==> src/rtl/control_turnos.sv <==
// Turn sequencer for a 3x3 board: validates moves, detects wins and draws, keeps saturating scores.
// Turn grants and limpia are decoded from the state register; results and the invalid-move flag are registered.
module control_turnos #(
   parameter int MAX_MARCADOR = 9
) (
   input  logic       clk,
   input  logic       reset,
   input  logic [1:0] guarda_c1,
   input  logic [1:0] guarda_c2,
   input  logic [1:0] guarda_c3,
   input  logic [1:0] guarda_c4,
   input  logic [1:0] guarda_c5,
   input  logic [1:0] guarda_c6,
   input  logic [1:0] guarda_c7,
   input  logic [1:0] guarda_c8,
   input  logic [1:0] guarda_c9,
   input  logic       boton_reinicio,
   output logic       turno_p1,
   output logic       turno_p2,
   output logic       limpia,
   output logic       gana_p1,
   output logic       gana_p2,
   output logic       empate,
   output logic [3:0] linea_ganadora,
   output logic [3:0] marcador_p1,
   output logic [3:0] marcador_p2,
   output logic       jugada_invalida
);
   typedef enum logic [2:0] {INICIO, TURNO_P1, TURNO_P2, EVALUA, FIN} estado_t;
   localparam logic [3:0] MAX_M = 4'(MAX_MARCADOR);

   estado_t         r_estado, w_estado_sig;
   logic [8:0][1:0] r_snap;
   logic [8:0][1:0] w_tablero;
   logic            r_inicia_p1, r_mueve_p1, r_boton_ant;
   logic            r_gana_p1, r_gana_p2, r_empate, r_inval;
   logic [3:0]      r_linea, r_marc_p1, r_marc_p2;
   logic            w_flanco, w_en_turno, w_vacio, w_lleno, w_hay_dif, w_mov_malo, w_mov_valido;
   logic [1:0]      w_cod_turno, w_cod_eval;
   logic [3:0]      w_n_dif, w_linea;

   assign w_tablero   = {guarda_c9, guarda_c8, guarda_c7, guarda_c6, guarda_c5,
                         guarda_c4, guarda_c3, guarda_c2, guarda_c1};
   assign w_flanco    = boton_reinicio & ~r_boton_ant;
   assign w_en_turno  = (r_estado == TURNO_P1) || (r_estado == TURNO_P2);
   assign w_vacio     = (w_tablero == '0);
   assign w_cod_turno = (r_estado == TURNO_P1) ? 2'b11 : 2'b01;
   assign w_cod_eval  = r_mueve_p1 ? 2'b11 : 2'b01;

   // Checked from code 8 down to 1 so the lowest winning code is the one kept.
   function automatic logic [3:0] linea_de(input logic [8:0][1:0] s, input logic [1:0] c);
      logic [3:0] l;
      l = 4'd0;
      if (s[2] == c && s[4] == c && s[6] == c) l = 4'd8;
      if (s[0] == c && s[4] == c && s[8] == c) l = 4'd7;
      if (s[2] == c && s[5] == c && s[8] == c) l = 4'd6;
      if (s[1] == c && s[4] == c && s[7] == c) l = 4'd5;
      if (s[0] == c && s[3] == c && s[6] == c) l = 4'd4;
      if (s[6] == c && s[7] == c && s[8] == c) l = 4'd3;
      if (s[3] == c && s[4] == c && s[5] == c) l = 4'd2;
      if (s[0] == c && s[1] == c && s[2] == c) l = 4'd1;
      return l;
   endfunction

   always_comb begin
      w_n_dif    = 4'd0;
      w_mov_malo = 1'b0;
      w_lleno    = 1'b1;
      for (int i = 0; i < 9; i++) begin
         if (w_tablero[i] != r_snap[i]) begin
            w_n_dif = w_n_dif + 4'd1;
            if (r_snap[i] != 2'b00 || w_tablero[i] != w_cod_turno) w_mov_malo = 1'b1;
         end
         if (r_snap[i] == 2'b00) w_lleno = 1'b0;
      end
   end

   assign w_hay_dif    = (w_n_dif != 4'd0);
   assign w_mov_valido = w_en_turno && (w_n_dif == 4'd1) && !w_mov_malo;
   assign w_linea      = linea_de(r_snap, w_cod_eval);

   always_comb begin
      w_estado_sig = r_estado;
      case (r_estado)
         INICIO:             if (w_vacio) w_estado_sig = r_inicia_p1 ? TURNO_P1 : TURNO_P2;
         TURNO_P1, TURNO_P2: if (w_mov_valido) w_estado_sig = EVALUA;
         EVALUA: begin
            if (w_linea != 4'd0 || w_lleno) w_estado_sig = FIN;
            else                            w_estado_sig = r_mueve_p1 ? TURNO_P2 : TURNO_P1;
         end
         FIN:                if (w_flanco) w_estado_sig = INICIO;
         default:            w_estado_sig = INICIO;
      endcase
   end

   always_ff @(posedge clk) begin
      if (reset) begin
         r_estado    <= INICIO;
         r_snap      <= '0;
         r_inicia_p1 <= 1'b1;
         r_mueve_p1  <= 1'b0;
         r_boton_ant <= 1'b0;
         r_gana_p1   <= 1'b0;
         r_gana_p2   <= 1'b0;
         r_empate    <= 1'b0;
         r_linea     <= 4'd0;
         r_marc_p1   <= 4'd0;
         r_marc_p2   <= 4'd0;
         r_inval     <= 1'b0;
      end else begin
         r_estado    <= w_estado_sig;
         r_boton_ant <= boton_reinicio;
         r_inval     <= w_en_turno && w_hay_dif && !w_mov_valido;
         case (r_estado)
            INICIO: if (w_vacio) r_snap <= '0;
            TURNO_P1, TURNO_P2: begin
               if (w_mov_valido) begin
                  r_snap     <= w_tablero;
                  r_mueve_p1 <= (r_estado == TURNO_P1);
               end
            end
            EVALUA: begin
               if (w_linea != 4'd0) begin
                  r_linea <= w_linea;
                  if (r_mueve_p1) begin
                     r_gana_p1 <= 1'b1;
                     if (r_marc_p1 != MAX_M) r_marc_p1 <= r_marc_p1 + 4'd1;
                  end else begin
                     r_gana_p2 <= 1'b1;
                     if (r_marc_p2 != MAX_M) r_marc_p2 <= r_marc_p2 + 4'd1;
                  end
               end else if (w_lleno) begin
                  r_empate <= 1'b1;
               end
            end
            FIN: begin
               if (w_flanco) begin
                  r_inicia_p1 <= ~r_inicia_p1;
                  r_gana_p1   <= 1'b0;
                  r_gana_p2   <= 1'b0;
                  r_empate    <= 1'b0;
                  r_linea     <= 4'd0;
               end
            end
            default: ;
         endcase
      end
   end

   assign turno_p1        = (r_estado == TURNO_P1);
   assign turno_p2        = (r_estado == TURNO_P2);
   assign limpia          = (r_estado == INICIO);
   assign gana_p1         = r_gana_p1;
   assign gana_p2         = r_gana_p2;
   assign empate          = r_empate;
   assign linea_ganadora  = r_linea;
   assign marcador_p1     = r_marc_p1;
   assign marcador_p2     = r_marc_p2;
   assign jugada_invalida = r_inval;
endmodule

==> config.mk <==
export PLATFORM = sky130hd
export DESIGN_NAME = control_turnos
export DESIGN_NICKNAME = d
export VERILOG_FILES = /design/src/rtl/control_turnos.sv
export SDC_FILE = /design/constraint.sdc
export NUM_CORES = 1
export LEC_CHECK = 0
export CAP_MARGIN = 10
export CORE_MARGIN = 10
export CORE_UTILIZATION = 50
export DETAILED_ROUTE_END_ITERATION = 16
export PLACE_DENSITY = 0.75
export SLEW_MARGIN = 20
export SYNTH_ARGS = -nofsm -noshare
export SYNTH_HDL_FRONTEND = slang
export SYNTH_SLANG_ARGS = --single-unit
==> constraint.sdc <==
create_clock -name clk -period 8.6 [get_ports clk]
set_input_delay 2.15 -clock clk [delete_from_list [all_inputs] [get_ports clk]]
set_output_delay 2.15 -clock clk [all_outputs]
set_load 0.01 [all_outputs]
======== Word level (Yosys, flattened, before mapping) ========
Cells that the tools add are included.
operators by class
  eq/ne operators ......................... 42
  add/sub/neg operators ................... 10
  reductions and logical operators ........ 68
  multiplexer cells ....................... 69
  bitwise operators ....................... 4
operator list
  kind                                                                   count
  4-bit 2-to-1 mux                                                       18
  4-bit by 1-bit adder with 4-bit output, second input constant          10
  18-bit 2-to-1 mux                                                      2
  2-bit != test                                                          18
  18-bit one-hot mux with 2 select lines                                 1
  1-bit 2-to-1 mux                                                       35
  2-bit nonzero test                                                     11
  1-bit logical AND                                                      20
  4-bit AND reduction                                                    5
  2-bit equality test                                                    9
  18-bit logical NOT                                                     1
  2-bit logical NOT                                                      9
  2-bit != test, second input constant                                   7
  3-bit 2-to-1 mux                                                       4
  3-bit one-hot mux with 4 select lines                                  1
  1-bit logical OR                                                       11
  3-bit AND reduction                                                    3
  2-bit 2-to-1 mux                                                       4
  4-bit != test, second input constant                                   2
  4-bit one-hot mux with 2 select lines                                  1
  4-bit nonzero test                                                     2
  3-bit by 2-bit equality test with 1-bit output, second input constant  2
  1-bit one-hot mux with 2 select lines                                  3
  4-bit by 1-bit equality test with 1-bit output, second input constant  1
  9 further kinds                                                        13
word-level totals
  output and inout bits ................... 19
  register bits ........................... 40
  input bits .............................. 21

======== Longest topological paths before layout ========
Gate-level depths: netlist of the first run.
  depth in word-level cells ............... 26
  depth in mapped cells ................... 31

======== Least setup slack after synthesis of the first run ========
OpenSTA, ideal clock, no wires.
  path kind ............................... input to register
  start point ............................. in guarda_c1[1]
  end point ............................... reg r_snap[0] (netlist bit)
  stages on the path ...................... 30
  buffers on the path ..................... 1
  path slack .............................. 1.064 ns
  arrival time ............................ 7.416 ns
  cells stage by stage .................... xnor2_1 -> and2_1 -> ha_1 -> nor3_2 -> nor2_1 -> ha_1 -> a21oi_1 -> a31oi_1 -> ha_1 -> o21ai_0 -> a21boi_0 -> inv_1 -> ha_1 -> nand2_1 -> o21ai_0 -> ha_1 -> o21ai_0 -> a21bo_2 -> ha_1 -> nand2_1 -> o311a_1 -> inv_1 -> ha_1 -> nor2_1 -> a32o_1 -> o21ai_1 -> nor4_4 -> nor2_8 -> buf_6 -> mux2i_1
on the way
  word-level cells in the longest chain between the ends .. 24
ends and longest elaborated chain
  element                                                                          RTL line  source
  from (decl)                                                                      8         input logic [1:0] guarda_c1,
  branches (longest 23 deep; another with 4-bit by 1-bit adder with 4-bit output)  n/a
  3-bit AND reduction (no source line) *                                           n/a
  to (signal assigned)                                                             118       r_snap <= w_tablero;
  to (decl)                                                                        33        logic [8:0][1:0] r_snap;
Every way passes the cells marked *.
A chain may end at the register's enable or synchronous reset.

======== Worst setup path after layout of the first run ========
  start point ............................. in guarda_c1[1]
  end point ............................... reg r_snap[1] (netlist bit)
on the way
  word-level cells in the longest chain between the ends .. 24
ends and longest elaborated chain
  element
  branches (longest 24 deep; another with 4-bit by 1-bit adder with 4-bit output)
Parallel ways; which one is timed is not known. The select of a mux whose other input is x is not followed.

==> run summary, run 1 <==
status = complete, no violations
logic gate share of total power = 0.360
placed instance area = 3950 sq um
die width = 104 um
DRC viols = 0
met1 WL = 4290 um
first drt pass iteration count = 4
I/O pin cnt = 40
Yosys reg bits = 40
setup repair bufs after CTS = 0
final period utilization = 0.936
number of hold buffers added after cts = 0
most frequent cells in the layout = nor2_1, nand2_1, dfxtp_1, clkdlybuf4s50_1, xnor2_1
initial core utilization = 0.516
met3 wire length = 365 um
DR vias = 3412
met2 WL = 4750 um
initial antenna violation count = 0
DR top layer = met4
flop-to-flop setup slack = 2500 ps
leak pwr = 0.00151 uW
floorplan row count = 30
CTS max path bufs = 2
Layout Area Growth over Synthesis = 14.4%
first-pass GRT wire length = 16200 um
routed wire length = 9580 um
CP Capture Type = register
Min-Delay Path Class = register to register
Async SR Flop Fraction = 0
part of the power in registers = 0.389
switching share of total power = 0.330
Worst-Skew Late Latency = 300 ps
Mapped Cells = 460
Final WS setup = 554 ps
DRT antenna net count = 0
Syn Area/Cell = 7.66 sq um
pre-CTS WS = 271 ps
Netlist cell types = 60
Critical Path Fanout Max = 18
H-tree depth = 2
Setup CP Type = primary input to register
RSZ-0062 raised after global routing = no
Most common cell on crit path = ha_1
WHS Path Cells = 2
r2r worst-path depth = 30
Pwr Density = 118 nW/um^2
CTS root buf = clkbuf_8
Max Cap Viol = 0
slew margin rel. = 0.404
layout cell share with drive strength beyond 1 = 0.0491
Die ar. = 10800 sq um
maximum vdd ir drop = 0.000106 V
Syn Nets = 493
max-slew violations = 0
routed len/inst = 16.4 um
crit-path max cell delay = 510 ps
GPL Wtd Cong = 0.902
Most used DFF post-synth = dfxtp_1
CTS buffer count = 5
largest net degree at the start of global routing = 42
hpwl dp = 7360 um
Port Buffers = 39
nets = 522
Internal = 319 uW
minimum clock period = 8050 ps
WP data required = 8830 ps
Hold Path Sink = linea_ganadora[0]
slowest CP cell = clkdlybuf4s50_1
worst r2r src = r_snap[1]
Worst setup SP type = primary input
final instance area = 4030 sq um
DR vias/cell = 5.83
gr usage total = 0.175
number of global-route vias before repair = 3386
CTS sink count = 40
Worst-path clk slew = 80 ps
skew final = 6.45 ps
grt total ovfl = 0
Mapped Area = 3520 sq um
Starting DRT DRC Count = 225
CP arrival = 8270 ps
final setup vio count = 0
hold_sp = linea_ganadora[0]
CTS tree = done
n_diodes = 0
most common cell after layout, fill and taps aside = nor2_1
Setup TNS Final = 0 ps
sequential share of the synthesized area = 0.227
number of enable flip-flop cells after synthesis = 0
worst reg2reg endpoint = r_snap[1]
Worst Tran Pin Value = 892 ps
Synthesis Warnings = 0
cts repair resizes = 0
fmax = 124 MHz
Hold Violations, Final = 0
Die Span Y = 104 um
Core ar. = 6830 sq um
Clk pwr share = 0.251
switching power = 157 uW
power groups by stage:
| stage | combinational, uW | sequential, uW | clock (uW) |
|---|---|---|---|
| after global routing | 192 | 185 | 131 |
| after CTS | 170 | 185 | 123 |
| final | 171 | 185 | 120 |
| after floorplan | 127 | 190 | 0 |
| after detailed placement | 170 | 190 | 0 |
| after global placement | 166 | 190 | 0 |
stage by stage:
step           power (uW)  std cells  utilization  hold WS [ps]
2_1_floorplan         316        460            -           476
3_3_place_gp          356        578        0.578           442
3_5_place_dp          359        578        0.579           447
4_1_cts               478        585        0.590           460
5_1_grt               508        585        0.590           479
6_report              476        585        0.590           457
layout make-up:
cell class,count,area [sq um]
Clock inverter,1,5.00
Tap cell,96,120
Clock buffer,6,72.6
Timing Repair Buffer,43,420
Inverter,13,48.8
Sequential cell,40,801
Multi-Input combinational cell,386,2570
Fill cell,635,2800
Yosys cell counts (all sizes together), types with 2 or more instances:
cell,count,share of area
nor2,49,0.057
nand2,44,0.048
dfxtp,40,0.23
xnor2,27,0.069
o21ai,26,0.037
a21oi,25,0.035
nand2b,25,0.044
xor2,21,0.056
mux2i,19,0.054
nor3,17,0.026
nand3,16,0.023
inv,13,0.014
buf,12,0.023
ha,12,0.043
clkbuf,9,0.0096
nor4,9,0.020
and2,8,0.015
o211ai,8,0.017
a2111oi,6,0.015
or3,6,0.011
a21boi,5,0.012
and3,5,0.0089
a21o,4,0.0085
a221oi,4,0.0099
a31oi,4,0.0071
nand4,4,0.0071
o2111ai,4,0.0099
o31ai,4,0.0085
or4,4,0.0085
a211oi,3,0.0064
a22oi,3,0.0064
nor3b,3,0.0064
o22ai,3,0.0053
a311o,2,0.0057
a311oi,2,0.0050
or2,2,0.0035
xnor3,2,0.013
per-layer routing:
layer | track usage | vias up
met5 | 0 | -
met4 | 0.0567 | 0
met3 | 0.0335 | 13
met2 | 0.304 | 59
met1 | 0.211 | 1622
li1 | - | 1718
registers in the layout, indices dropped and copies added (netlist names), 3 cells and up:
name,cells
linea_ganadora,4
marcador_p1,4
marcador_p2,4
r_estado,3
r_snap,18
critical path, delay by kind of cell:
family          cells  cell delay, ps
compound gates     10            1680
fa+ha+maj           7            1950
simple gates        7            1130
mux                 1             240
buf+inv             4             760
xor+xnor            2             330
worst max path at each step:
stage,endpoint,startpoint,cells past startpoint
floorplan,r_snap[0],guarda_c1[1],30
global placement,r_snap[14],guarda_c1[1],31
detailed placement,r_snap[1],guarda_c1[1],31
CTS,r_snap[1],guarda_c1[1],31
global route,r_snap[9],guarda_c1[1],31
finish,r_snap[1],guarda_c1[1],31
cell families after synthesis:
kind of cell    synth area share
compound gates             0.205
flops                      0.227
buf+inv                   0.0461
fa+ha+maj                 0.0426
mux                       0.0540
xor+xnor                   0.138
simple gates               0.286
Note: power is estimated with default switching activity, not from simulation.
==> run 2, diff against run 1 <==
--- a/config.mk
+++ b/config.mk
@@ -10,6 +10,7 @@
 export CORE_UTILIZATION = 50
 export DETAILED_ROUTE_END_ITERATION = 16
 export PLACE_DENSITY = 0.75
+export SETUP_SLACK_MARGIN = 0.5
 export SLEW_MARGIN = 20
 export SYNTH_ARGS = -nofsm -noshare
 export SYNTH_HDL_FRONTEND = slang
==> run 2 against run 1 <==
Effect of this change:
- via count up 0.56%
- hold slack about the same
- total power grew 1.5%
- maximum frequency rose by 4.6%
- global-route usage stayed put
- count of clock-buffer cells in the layout unchanged
- core utilization is 1.7 points higher
- setup slack improved by 350 ps
- critical endpoint is now r_snap[11]
==> run summary, run 2 (synthesis gave the netlist of run 1 again) <==
fmax = 130 MHz (was 124 MHz)
Setup CP Type = primary input to register (unchanged)
skew final = 6.09 ps (was 6.45 ps)
CTS max path bufs = 2 (unchanged)
CP arrival = 7890 ps (was 8270 ps)
fin cells = 589 (was 585)
final instance area = 4150 sq um (was 4030 sq um)
DR vias/cell = 5.83 (about the same)
RSZ-0062 raised after global routing = no (unchanged)
Core ar. = 6830 sq um (unchanged)
slew margin rel. = 0.0867 (was 0.404)
minimum clock period = 7700 ps (was 8050 ps)
routed wire length = 9720 um (was 9580 um)
Worst-path clk slew = 80 ps (about the same)
Max Cap Viol = 0 (unchanged)
n_diodes = 0 (unchanged)
max-slew violations = 0 (unchanged)
largest net degree at the start of global routing = 42 (unchanged)
Min-Delay Path Class = register to register (unchanged)
CTS root buf = clkbuf_8 (unchanged)
grt total ovfl = 0 (unchanged)
CTS tree = done (unchanged)
first drt pass iteration count = 4 (unchanged)
gr usage total = 0.175 (unchanged)
number of hold buffers added after cts = 0 (unchanged)
layout cell share with drive strength beyond 1 = 0.0730 (was 0.0491)
Worst setup SP type = primary input (unchanged)
Die Span Y = 104 um (unchanged)
slowest CP cell = clkdlybuf4s50_1 (unchanged)
final period utilization = 0.895 (was 0.936)
die width = 104 um (unchanged)
Worst-Skew Late Latency = 300 ps (about the same)
routed len/inst = 16.5 um (was 16.4 um)
hpwl dp = 7360 um (unchanged)
initial core utilization = 0.516 (unchanged)
number of global-route vias before repair = 3386 (unchanged)
Inst Count DP = 578 (unchanged)
H-tree depth = 2 (unchanged)
final setup vio count = 0 (unchanged)
first-pass GRT wire length = 16200 um (unchanged)
DRC viols = 0 (unchanged)
leak pwr = 0.00159 uW (was 0.00151 uW)
Setup TNS Final = 0 ps (unchanged)
WHS Path Cells = 2 (unchanged)
nets = 526 (was 522)
floorplan row count = 30 (unchanged)
initial antenna violation count = 0 (unchanged)
GPL Wtd Cong = 0.902 (unchanged)
most common cell after layout, fill and taps aside = nor2_1 (unchanged)
Starting DRT DRC Count = 220 (was 225)
CTS buffer count = 5 (unchanged)
Final Hold Slack = 457 ps (about the same)
# fillers = 613 (was 635)
DR vias = 3431 (was 3412)
placed instance area = 3950 sq um (unchanged)
CTS sink count = 40 (unchanged)
status = complete, no violations (unchanged)
Pwr Density = 116 nW/um^2 (was 118 nW/um^2)
WP data required = 8790 ps (was 8830 ps)
Worst Tran Pin Value = 1360 ps (was 892 ps)
Biggest register = r_snap (unchanged)
Largest register FFs = 18 (unchanged)
I/O pin cnt = 40 (unchanged)
Layout Utilization = 0.608 (was 0.590)
maximum vdd ir drop = 0.000106 V (about the same)
crit-path max cell delay = 560 ps (was 510 ps)
Critical Path Fanout Max = 8 (was 18)
Hold Violations, Final = 0 (unchanged)
CP Capture Type = register (unchanged)
Most common cell on crit path = ha_1 (unchanged)
most frequent cells in the layout = nor2_1, nand2_1, dfxtp_1, clkdlybuf4s50_1 (was nor2_1, nand2_1, dfxtp_1, clkdlybuf4s50_1, xnor2_1)
r2r worst-path depth = 33 (was 30)
Port Buffers = 39 (unchanged)
Layout Area Growth over Synthesis = 17.7% (was 14.4%)
DRT antenna net count = 0 (unchanged)
Die ar. = 10800 sq um (unchanged)
run 2: report_power, final:
part | internal (uW) | switching [uW] | leakage (uW)
clock network | 55.2 | 64.7 | 0.0000410
registers | 185 | 0.108 | 0.000322
logic | 81.7 | 96.5 | 0.00123
run 2: cell type report:
class | count | area [sq um] | area share
Multi-Input combinational cell | 387 | 2640 | 0.636
Clock buffer | 6 | 72.6 | 0.0175
Tap cell | 96 | 120 | 0.0289
Clock inverter | 1 | 5.00 | 0.00121
Inverter | 13 | 48.8 | 0.0118
Sequential cell | 40 | 801 | 0.193
Timing Repair Buffer | 46 | 465 | 0.112
run 2: path summary, 6_finish.rpt:
check	start	slack, ps	to
hold / removal	linea_ganadora[0]	460	linea_ganadora[0]
setup / recovery	guarda_c3[1]	900	r_snap[11]
setup reg to reg	r_snap[1]	2610	r_snap[11]
hold reg to reg	linea_ganadora[0]	460	linea_ganadora[0]
run 2: metal layers:
layer,share of wire,vias to the layer above,track usage
met1,0.44,1618,0.211
li1,-,1729,-
met3,0.044,15,0.0335
met5,0,-,0
met2,0.50,69,0.304
met4,0.019,0,0.0567
run 2: repair_timing:
item | in CTS | in global routing
resized for setup | 0 | 18
endpoints found under the setup margin | 0 | 21
endpoints found under the hold margin | 0 | 0
buffers inserted | 0 | 3
run 2: through the flow:
stage / worst slack [ps] / total power, uW
6_report: 904 / 483
3_3_place_gp: 500 / 356
4_1_cts: 577 / 478
3_5_place_dp: 271 / 359
2_1_floorplan: 1060 / 316
5_1_grt: 538 / 514
run 2: critical path: cells and delay by family:
family	cells	cell delay, ps
AO/OA/AOI/OAI	11	1620
AND/OR/NAND/NOR	6	740
buffers and inverters	6	1220
XOR/XNOR	1	360
multiplexers	1	110
adder cells (fa/ha/maj)	6	1690
==> run 3, diff against run 2 <==
--- a/config.mk
+++ b/config.mk
@@ -8,6 +8,7 @@
 export CAP_MARGIN = 10
 export CORE_MARGIN = 10
 export CORE_UTILIZATION = 50
+export CTS_CLUSTER_SIZE = 40
 export DETAILED_ROUTE_END_ITERATION = 16
 export PLACE_DENSITY = 0.75
 export SETUP_SLACK_MARGIN = 0.5
==> results of run 3 <==
Same layout as run 2: the final DEF is identical, and so are final timing and power.
